==> config.mk <==
export PLATFORM = sky130hd
export DESIGN_NAME = fifo
export DESIGN_NICKNAME = d
export VERILOG_FILES = /design/src/rtl/fifo.sv
export SDC_FILE = /design/constraint.sdc
export NUM_CORES = 1
export LEC_CHECK = 0
export BUFFER_PORTS_ARGS = -buffer_cell sky130_fd_sc_hd__buf_2
export CAP_MARGIN = 30
export CORE_ASPECT_RATIO = 0.9
export CORE_UTILIZATION = 65
export CTS_BUF_LIST = sky130_fd_sc_hd__clkbuf_2
export DETAILED_ROUTE_END_ITERATION = 12
export PLACE_DENSITY = 0.83
export SKIP_LAST_GASP = 1
export SYNTH_ARGS = -nofsm -noshare
export SYNTH_HDL_FRONTEND = slang
export SYNTH_SLANG_ARGS = --single-unit
==> constraint.sdc <==
create_clock -name clock -period 3.9 [get_ports clock]
set_input_delay 0.195 -clock clock [delete_from_list [all_inputs] [get_ports clock]]
set_output_delay 0.195 -clock clock [all_outputs]
set_load 0.005 [all_outputs]
==> src/rtl/fifo.sv <==
// Single-clock first-word-fall-through FIFO with occupancy flags.
// Buffers assembled triangle records between vertex fetch and vertex calc.
module fifo #(
  parameter int DBITS = 8,
  parameter int SIZE  = 4
) (
  input  logic             clock,
  input  logic             reset,
  input  logic             wr,
  input  logic             rd,
  input  logic [DBITS-1:0] din,
  output logic             empty,
  output logic             full,
  output logic             almost_full,
  output logic             half_full,
  output logic             almost_empty,
  output logic [DBITS-1:0] dout
);

  localparam int DEPTH = 1 << SIZE;

  localparam logic [SIZE:0] CNT_FULL = (SIZE+1)'(DEPTH);
  localparam logic [SIZE:0] CNT_AF   = (SIZE+1)'(DEPTH - 1);
  localparam logic [SIZE:0] CNT_HF   = (SIZE+1)'(DEPTH / 2);
  localparam logic [SIZE:0] CNT_ONE  = (SIZE+1)'(1);
  localparam logic [SIZE:0] CNT_ZERO = '0;

  localparam logic [SIZE-1:0] PTR_ONE = SIZE'(1);

  logic [DBITS-1:0] mem_q [DEPTH];

  logic [SIZE-1:0] wr_ptr_q, wr_ptr_d;
  logic [SIZE-1:0] rd_ptr_q, rd_ptr_d;
  logic [SIZE:0]   count_q, count_d;

  logic do_wr;
  logic do_rd;

  assign empty        = (count_q == CNT_ZERO);
  assign full         = (count_q == CNT_FULL);
  assign almost_full  = (count_q >= CNT_AF);
  assign half_full    = (count_q >= CNT_HF);
  assign almost_empty = (count_q <= CNT_ONE);

  assign do_wr = wr & ~full;
  assign do_rd = rd & ~empty;

  assign dout = mem_q[rd_ptr_q];

  always_comb begin
    wr_ptr_d = wr_ptr_q;
    rd_ptr_d = rd_ptr_q;
    count_d  = count_q;
    if (do_wr) wr_ptr_d = wr_ptr_q + PTR_ONE;
    if (do_rd) rd_ptr_d = rd_ptr_q + PTR_ONE;
    unique case ({do_wr, do_rd})
      2'b10:   count_d = count_q + CNT_ONE;
      2'b01:   count_d = count_q - CNT_ONE;
      default: count_d = count_q;
    endcase
  end

  always_ff @(posedge clock or negedge reset) begin
    if (!reset) begin
      wr_ptr_q <= '0;
      rd_ptr_q <= '0;
      count_q  <= '0;
    end else begin
      wr_ptr_q <= wr_ptr_d;
      rd_ptr_q <= rd_ptr_d;
      count_q  <= count_d;
    end
  end

  // Storage carries no reset; validity is tracked by count alone.
  always_ff @(posedge clock) begin
    if (do_wr) mem_q[wr_ptr_q] <= din;
  end

endmodule

==> metrics, run 1 <==
Setup TNS=0 ps; Reg power frac=46.9%; Worst Path Arrival=2890 ps; fmax=324 MHz; PortBufs=24; total wire length=10500 µm; register area share after synthesis=71.6%; CP peak stage delay=620 ps; Hold Path Class=input port to register; WHS=393 ps; Least-Margin Pin Slew=805 ps; vias in the first global route=3002; commonest non-fill, non-tap cell in the layout=edfxtp_1; Die Footprint=9350 µm²; Rel. slew slack=46.1%; status=finished, final reports clean; Initial Utilization=67.4%; peak supply drop=0.434 mV; Final min period=3080 ps; hold_sp=rd; largest net degree at the start of global routing=25; wire length of the first global-routing pass=16200 µm; Crit Path Class=register to primary output; worst flop-to-flop path startpoint=count_q[0]; Critical Path End Type=primary output; fin crit share=79.1%; worst path buffer plus inverter count=2; clock power share=21.4%; R2R Setup Slk=1490 ps; chip width=102 µm; initial antenna violation count=0; # rows=32; detailed-route via count=2905; Slew Viols, Final=0; CP Data Required Time=3700 ps; Syn. warnings=0; Synth Instances=302; Vias/cell=6.08; total CTS buffers=17; final setup violation count=0; crit-path cells=buf_4 -> mux4_1 -> a22oi_1 -> nand2_1 -> buf_2; Crit path max-delay family=flip-flops; synth top area cells=edfxtp_1 66%, mux4_2 8.1%, dfrtp_1 5.6%, mux4_1 5.0%, ha_1 2.4%; post-route ant nets=0; final net count=369; Worst setup SP type=register; Synth area leader=edfxtp_1; Syn Nets=325; Core ar.=8650 µm²; R2R depth=6; Leakage=2.27 nW; most frequent cells in the layout=128 x edfxtp_1, 24 x buf_2, 21 x mux4_2; Yosys top cell area share=66.0%; switching pwr=1.40 mW; Min-Delay Path Depth=4; synth unique cells=40; Reg clk slew, reported paths=200 ps; post-detail-place hpwl=6850 µm; synthesized area per cell=19.3 µm²; H-tree lvl count=4; Routed WL per cell=22.0 µm; Crit Reg-Reg Endpoint=mem_q[5][3]; global route overflow=0; number of enable flip-flop cells after synthesis=128; DRC Markers=0; post-synthesis instance area=5830 µm²; # diodes=0; Worst Hold End=rd_ptr_q[2]; io pins=25; layout cells sized above 1=24.0%; power per cell area=670 nW/µm²; combinational power share=31.6%; maximum capacitance violations=0; Async SR Flop Fraction=9.22%; Area growth syn-to-layout=9.97%; Tot GR Track Use=25.1%; CTS tree=built; Final Hold Vio Count=0; Slowest-stage cell, CP=dfrtp_2; CTS resizes=0; CTS max path bufs=2; clk root buf=clkbuf_2; CP Max Fanout=24; Fill cells=544; internal power=2.89 mW; sw frac=32.7%; clk_skew=45.6 ps; 1st-iter DRT viols=265; routability cong.=0.806; die height=91.8 µm; DR pass1 iterations=4; clk_lat worst skew=680 ps; TritonCTS sink count=141; top_reg_cell synth=edfxtp_1; Seq cells post-synth=141; unrepaired setup endpoints after global routing=no
==> metrics by stage <==
step	setup WS, ps	utilization, %	cells	area (µm²)	power [mW]
after detailed placement	1480	69.6	434	6020	3.41
after global routing	570	74.1	478	6410	4.51
final	815	74.1	478	6410	4.29
after floorplan	1680	-	302	5830	3.02
after CTS	743	74.1	478	6410	4.31
after global placement	1490	69.3	433	5990	3.34
==> cells in the mapped netlist (all sizes together) (3+ instances only) <==
cell type	count
clkdlybuf4s25	3
xor2	3
and2	13
nand2	12
dfrtp	13
nor2	9
edfxtp	128
a22oi	16
xnor2	7
ha	11
clkbuf	4
nor3	3
buf	7
mux4	32
inv	14
nand3	3
==> layout make-up <==
class                           count  area (µm²)  area share [%]
Tap cell                          119         149            2.32
Timing Repair Buffer               39         283            4.41
Clock inverter                     14         178            2.77
Sequential cell                   141        4170            65.1
Multi-Input combinational cell    133        1480            23.2
Clock buffer                       18        90.1            1.41
Inverter                           14        52.6           0.820
==> cells by family after synthesis <==
| family | share of synthesized area, % |
|---|---|
| buffers and inverters | 2.96 |
| XOR/XNOR | 1.50 |
| multiplexers | 13.6 |
| AO/OA/AOI/OAI | 2.66 |
| flip-flops | 71.6 |
| adder cells (fa/ha/maj) | 2.36 |
| AND/OR/NAND/NOR | 5.30 |
==> layer usage <==
| metal | global-route usage (%) | up-vias | share of wire, % |
|---|---|---|---|
| met1 | 33.5 | 1475 | 40 |
| met4 | 7.85 | 0 | 1.0 |
| met3 | 6.33 | 9 | 8.1 |
| met5 | 0 | - | 0 |
| met2 | 41.0 | 117 | 50 |
| li1 | - | 1304 | - |
==> flip-flops by register name, indices dropped and copies added (netlist names) <==
register	flops
mem_q	128
rd_ptr_q	4
wr_ptr_q	4
count_q	5
==> power groups by stage <==
stage / Clock [mW] / Sequential (mW) / Combinational (mW)
3_3_place_gp: 0 / 2.08 / 1.26
3_5_place_dp: 0 / 2.05 / 1.35
5_1_grt: 0.984 / 2.05 / 1.48
4_1_cts: 0.926 / 2.02 / 1.37
2_1_floorplan: 0 / 1.97 / 1.05
6_report: 0.920 / 2.01 / 1.36
==> worst min-delay path: stages <==
cell and delay (ps):
dlygate4sd3_1 550, buf_2 150, nand3_1 80, xnor2_1 60
==> worst max-delay path by stage <==
stage	from	depth (start not counted)	slack [ps]	endpoint
after floorplan	count_q[0]	10	1680	count_q[3]
after global placement	rd_ptr_q[1]	5	1490	dout[3]
after detailed placement	rd_ptr_q[0]	5	1480	dout[3]
after CTS	rd_ptr_q[0]	5	740	dout[3]
after global routing	rd_ptr_q[0]	5	570	dout[2]
final	rd_ptr_q[0]	5	820	dout[3]
==> repair_timing <==
action / 4_1_cts / 5_1_grt
buffers inserted: 0 / 0
hold endpoints to repair: 148 / 0
hold buffers: 12 / 0
No activity file was read; power rests on OpenSTA's default activity.
==> run 2: changes to the inputs <==
--- a/config.mk
+++ b/config.mk
@@ -5,13 +5,14 @@
 export SDC_FILE = /design/constraint.sdc
 export NUM_CORES = 1
 export LEC_CHECK = 0
+export ABC_AREA = 1
 export BUFFER_PORTS_ARGS = -buffer_cell sky130_fd_sc_hd__buf_2
 export CAP_MARGIN = 30
 export CORE_ASPECT_RATIO = 0.9
-export CORE_UTILIZATION = 65
+export CORE_UTILIZATION = 58
 export CTS_BUF_LIST = sky130_fd_sc_hd__clkbuf_2
 export DETAILED_ROUTE_END_ITERATION = 12
-export PLACE_DENSITY = 0.83
+export PLACE_DENSITY = 0.78
 export SKIP_LAST_GASP = 1
 export SYNTH_ARGS = -nofsm -noshare
 export SYNTH_HDL_FRONTEND = slang
==> constraint.sdc (replaced) <==
create_clock -name clock -period 2.65 [get_ports clock]
set_input_delay 0.1325 -clock clock [delete_from_list [all_inputs] [get_ports clock]]
set_output_delay 0.1325 -clock clock [all_outputs]
set_load 0.005 [all_outputs]
==> metrics, run 2 <==
clk_lat worst skew=670 ps (about the same); status=finished, final reports clean; synthesized area per cell=10.0 µm² (-48%); top_reg_cell synth=edfxtp_1; most frequent cell after synthesis=nand2_1; Worst setup SP type=register; global route overflow=0 (unchanged); chip width=113 µm (+11%); post-synthesis instance area=6380 µm² (+9.5%); synth top area cells=edfxtp_1 60%, nand2_1 11%, nand3_1 8.1%, inv_1 6.8%, dfrtp_1 5.1%; DRC Markers=0 (unchanged); CTS max path bufs=2 (unchanged); Async SR Flop Fraction=9.22% (unchanged); Syn Nets=659 (+100%); Yosys top cell area share=60.3% (-5.7 points); total wire length=13800 µm (+31%); Fill cells=788 (+45%); io pins=25 (unchanged); Rel. slew slack=54.3% (+8.1 points); total CTS buffers=17 (unchanged); CP Max Fanout=26 (+8.3%); Least-Margin Pin Slew=684 ps (-122 ps); Synth Instances=636 (+110%); Seq cells post-synth=141 (unchanged); wire length of the first global-routing pass=21900 µm (+35%); Area growth syn-to-layout=10.2%; most frequent cells after synthesis=190 x nand2_1, 128 x edfxtp_1, 116 x inv_1; GR Layer Usage met1=34.3% (+0.82 points); clk_skew=39.5 ps (-6.04 ps); CTS tree=built; Setup TNS=0 ps (unchanged); placed cell areas=6630 µm² (+10%); Largest Register=mem_q; number of enable flip-flop cells after synthesis=128 (unchanged); initial antenna violation count=0 (unchanged); # rows=35 (+9.4%); post-route ant nets=0 (unchanged); final setup violation count=0 (unchanged); max reg flops=128 (unchanged); most frequent cells in the layout=190 x nand2_1, 128 x edfxtp_1, 115 x inv_1; Initial Utilization=60.9% (-6.4 points); grt peak-use layer=met2; post-route cell area=7030 µm² (+9.7%); final net count=705 (+91%); largest net degree at the start of global routing=67 (+170%); commonest non-fill, non-tap cell in the layout=nand2_1; register area share after synthesis=65.4% (-6.2 points); power per cell area=975 nW/µm² (+46%); layout cells sized above 1=10.6% (-13 points); CP Data Required Time=2520 ps (-1180 ps); Syn. warnings=0 (unchanged); fin crit share=92.8%; Top Registers=mem_q: 128 flops, count_q: 5 flops; maximum capacitance violations=0 (unchanged); Slew Viols, Final=0 (unchanged); vias in the first global route=4265 (+42%); fmax=407 MHz; Synth area leader=edfxtp_1; Hold Path Class=input port to register; Reg clk slew, reported paths=210 ps (about the same); TritonCTS sink count=141 (unchanged); Crit Path Class=register to primary output; 1st-iter DRT viols=453 (+71%); Tot GR Track Use=26.6% (+1.5 points); post-route setup slack=191 ps (-624 ps); Die Footprint=11400 µm² (+22%); grt met2 use=44.8% (+3.7 points); synth unique cells=20 (-50%); unrepaired setup endpoints after global routing=yes; Final min period=2460 ps; PortBufs=24 (unchanged); H-tree lvl count=4 (unchanged); Worst Path Arrival=2330 ps (-560 ps); # diodes=0 (unchanged); Final Hold Vio Count=0 (unchanged); DR pass1 iterations=5 (+1); die height=101 µm (+11%); peak supply drop=0.529 mV (+22%); worst slack at placement=460 ps (-1020 ps); Critical Path End Type=primary output; Vias/cell=5.43 (-11%); routability cong.=0.887 (+10%); clk root buf=clkbuf_2; Leakage=3.16 nW (+39%); post-detail-place hpwl=8670 µm (+26%); WHS=305 ps (-88.5 ps); GR met3 Demand/Resource=7.06% (+0.74 points); Setup Fix Bufs, Post-CTS=0 (unchanged); detailed-route via count=4474 (+54%); Core ar.=10500 µm² (+21%); Routed WL per cell=16.7 µm (-24%)
[run 2: cell count changes after synthesis, sizes merged, moves of 3 or more]
cell / change
a22oi: -16
clkdlybuf4s25: -3
xor2: +4
buf: +17
o21ai: +8
nor2: +14
mux4: -32
clkbuf: -3
and2: -13
xnor2: -5
inv: +105
nand3: +101
nor3: -3
nand2: +178
[run 2: kinds of logic (layout without fill, tap and decap cells)]
logic type,after synthesis,in the layout,synth area share (%)
and+or+nand+nor,318,318,20.9
buffers and inverters,145,204,9.38
DFF,141,141,65.4
AOI/OAI and AO/OA,12,12,0.942
adders and majority gates,11,11,2.16
xor gates and xnor gates,9,9,1.24
[run 2: path summary, 6_finish.rpt]
kind	startpoint	end	slack (ps)	cells past startpoint
min reg2reg	wr_ptr_q[2]	wr_ptr_q[2]	570	1
max	rd_ptr_q[0]	dout[0]	190	8
max in group asynchronous	reset	wr_ptr_q[1]	1680	3
min	rd	rd_ptr_q[0]	300	4
max reg2reg	count_q[0]	mem_q[7][5]	450	7
min in group asynchronous	reset	count_q[4]	510	3
[run 2: repair_timing]
item | in CTS | in global routing
gates resized for setup | 0 | 4
hold endpoints to repair | 149 | 0
setup endpoints to repair | 0 | 8
hold buffers | 12 | 0
[run 2: per-stage QoR]
stage | instances | utilization (%) | power, mW
4_1_cts | 824 | 67.1 | 6.81
2_1_floorplan | 636 | - | 4.71
3_3_place_gp | 780 | 63.4 | 5.37
3_5_place_dp | 780 | 63.4 | 5.47
6_report | 824 | 67.1 | 6.85
5_1_grt | 824 | 67.1 | 7.31
[run 2: cell type report]
type	count	area (µm²)	area share [%]
tap	129	161	2.30
timing repair buffer	52	364	5.18
inverter	120	457	6.50
sequential	141	4170	59.3
multi-input combinational	350	1610	22.9
clock buffer	18	90.1	1.28
clock inverter	14	175	2.49
[run 2: where the power goes]
| part | switching (mW) | total (mW) | internal [mW] |
|---|---|---|---|
| Clock | 0.737 | 1.35 | 0.612 |
| Combinational | 1.79 | 2.64 | 0.844 |
| Sequential | 0.159 | 2.87 | 2.71 |
[run 2: routing by layer]
layer	up-vias	wire length (µm)
li1	2126	-
met1	2118	5760
met2	197	6600
met3	33	1120
met4	0	274
met5	-	0
[run 2: worst max-delay path: stages (launching register included)]
cell and delay (ps):
dfrtp_2 480, inv_4 220, buf_4 310, nand2_1 100, nand3_1 110, nand3_1 100
nand3_1 130, nand2_1 80, buf_2 130
==> run 3: changes to the inputs <==
--- a/config.mk
+++ b/config.mk
@@ -9,10 +9,9 @@
 export BUFFER_PORTS_ARGS = -buffer_cell sky130_fd_sc_hd__buf_2
 export CAP_MARGIN = 30
 export CORE_ASPECT_RATIO = 0.9
-export CORE_UTILIZATION = 58
+export CORE_UTILIZATION = 30
 export CTS_BUF_LIST = sky130_fd_sc_hd__clkbuf_2
 export DETAILED_ROUTE_END_ITERATION = 12
-export PLACE_DENSITY = 0.78
 export SKIP_LAST_GASP = 1
 export SYNTH_ARGS = -nofsm -noshare
 export SYNTH_HDL_FRONTEND = slang
==> metrics, run 3 (synthesis gave the netlist of run 2 again) <==
post-route ant nets=0 (unchanged); most used cell, CP=nand2_1; Vias/cell=4.36 (-20%); Crit Path Class=register to primary output; clk root buf=clkbuf_2; Non-Filler Instances=982 (+19%); TritonCTS sink count=141 (unchanged); Core ar.=20800 µm² (+99%); Crit Reg-Reg Endpoint=mem_q[6][0]; io pins=25 (unchanged); global route overflow=0 (unchanged); Area growth syn-to-layout=14.1%; post-route cell area=7280 µm² (+3.5%); Largest Register=mem_q; CP Data Required Time=2520 ps (about the same); crit path capture=dout[3]; clk_skew=30.6 ps (-8.92 ps); wire length of the first global-routing pass=23500 µm (+7.6%); CP Max Fanout=66 (+150%); initial antenna violation count=0 (unchanged); CTS max path bufs=2 (unchanged); Worst setup SP type=register; Setup Fix Bufs, Post-CTS=0 (unchanged); total wire length=14800 µm (+7.3%); H-tree lvl count=4 (unchanged); crit path from=rd_ptr_q[0]; Tot GR Track Use=14.6% (-12 points); Slowest-stage cell, CP=dfrtp_2; routability cong.=0.858 (-3.3%); 1st-iter DRT viols=411 (-9.3%); chip width=156 µm (+38%); GR Layer Usage met1=19.9% (-14 points); CP peak stage delay=440 ps (-40 ps); WP depth=8 (unchanged); fmax=407 MHz (+0.20%); PortBufs=24 (unchanged); Least-Margin Pin Slew=722 ps (+38.4 ps); maximum capacitance violations=0 (unchanged); # rows=50 (+43%); detailed-route via count=4278 (-4.4%); Critical Path End Type=primary output; die height=140 µm (+38%); peak supply drop=0.396 mV (-25%); Die Footprint=21800 µm² (+91%); largest net degree at the start of global routing=67 (unchanged); status=finished, final reports clean; clk_lat worst skew=680 ps (about the same); worst path buffer plus inverter count=2 (-1); Setup TNS=0 ps (unchanged); # diodes=0 (unchanged); Final min period=2450 ps (-4.87 ps); fin crit share=92.6% (-0.18 points); placed cell areas=6860 µm² (+3.4%); max reg flops=128 (unchanged); DR pass1 iterations=8 (+3); Initial Utilization=30.6% (-30 points); Reg clk slew, reported paths=200 ps (about the same); CTS tree=built; vias in the first global route=4303 (+0.89%); R2R Setup Slk=460 ps (about the same); Crit path max-delay family=simple AND/OR/NAND/NOR gates; Rel. slew slack=51.7% (-2.6 points); hold_sp=rd; worst flop-to-flop path startpoint=count_q[0]; grt met2 use=22.2% (-23 points); commonest non-fill, non-tap cell in the layout=nand2_1; total CTS buffers=17 (unchanged); unrepaired setup endpoints after global routing=yes; R2R depth=7 (unchanged); Fill cells=2114 (+170%); Worst Path Arrival=2320 ps (about the same); GR met3 Demand/Resource=4.55% (-2.5 points); post-detail-place hpwl=9430 µm (+8.8%); crit-path cells=buf_8 -> nand2_1 -> nand2_1 -> nand2_1 -> nand3_1 -> nand3_1 -> nand2_1 -> buf_2; Inst Count DP=939 (+20%); layout cells sized above 1=11.2% (+0.56 points); most frequent cells in the layout=190 x nand2_1, 128 x edfxtp_1, 116 x inv_1; post-layout util=34.9% (-32 points); power per cell area=965 nW/µm² (-1.0%); WHS=296 ps (-8.56 ps); Hold Path Class=input port to register; DRC Markers=0 (unchanged); grt peak-use layer=met2; final setup violation count=0 (unchanged); Top Registers=mem_q: 128 flops, count_q: 5 flops; Slew Viols, Final=0 (unchanged); Final Hold Vio Count=0 (unchanged); final net count=707 (+0.28%); Routed WL per cell=15.0 µm (-10%); Leakage=3.20 nW (+1.2%)
## run 3: worst reg2reg max path: cells and delay by family, from the launching register on
family,cells,cell delay [ps]
DFF,1,460
adders and majority gates,1,230
and+or+nand+nor,4,900
buffers and inverters,2,250
## run 3: how the worst min path moves through the flow
stage / endpoint / slack [ps] / cells past startpoint
final: rd_ptr_q[0] / 300 / 4
after global routing: rd_ptr_q[0] / 260 / 4
after CTS: rd_ptr_q[0] / 240 / 4
after detailed placement: count_q[3] / 50 / 1
after global placement: count_q[3] / 50 / 1
after floorplan: count_q[0] / -160 / 0
## run 3: where the power goes
part	total (mW)	leakage [nW]	switching [mW]	internal, mW
Sequential	2.87	1.31	0.161	2.71
Combinational	2.68	1.71	1.82	0.868
Clock	1.47	0.175	0.755	0.714
Total	7.02	3.20	2.73	4.29
## run 3: layout make-up
cell class / count / area (µm²) / area share (%)
flip-flops and latches: 141 / 4170 / 57.3
multi-input cells: 350 / 1610 / 22.1
inverters: 120 / 453 / 6.22
repair buffers: 54 / 395 / 5.43
well taps: 286 / 358 / 4.92
clock inverters: 12 / 195 / 2.68
clock buffers: 19 / 95.1 / 1.31
## run 3: what timing repair did
action                                 in CTS  in global routing
cloned                                      0                  0
endpoints found under the hold margin     149                  0
hold buffers                               12                  0
gates resized for setup                     2                  2
pin swaps                                   0                  0
setup endpoints to repair                   8                  8
## run 3: metrics by stage
stage	setup slack, ps	total power, mW
3_3_place_gp	585	5.57
6_report	196	7.02
2_1_floorplan	783	4.71
3_5_place_dp	484	5.59
4_1_cts	81.6	7.07
5_1_grt	-35.4	7.55
## run 3: metal layers
| layer | wire (µm) | up-vias | share of wire (%) |
|---|---|---|---|
| li1 | - | 2132 | - |
| met5 | 0 | - | 0 |
| met3 | 1070 | 16 | 7.3 |
| met1 | 6790 | 2017 | 46 |
| met4 | 229 | 0 | 1.6 |
| met2 | 6670 | 113 | 45 |
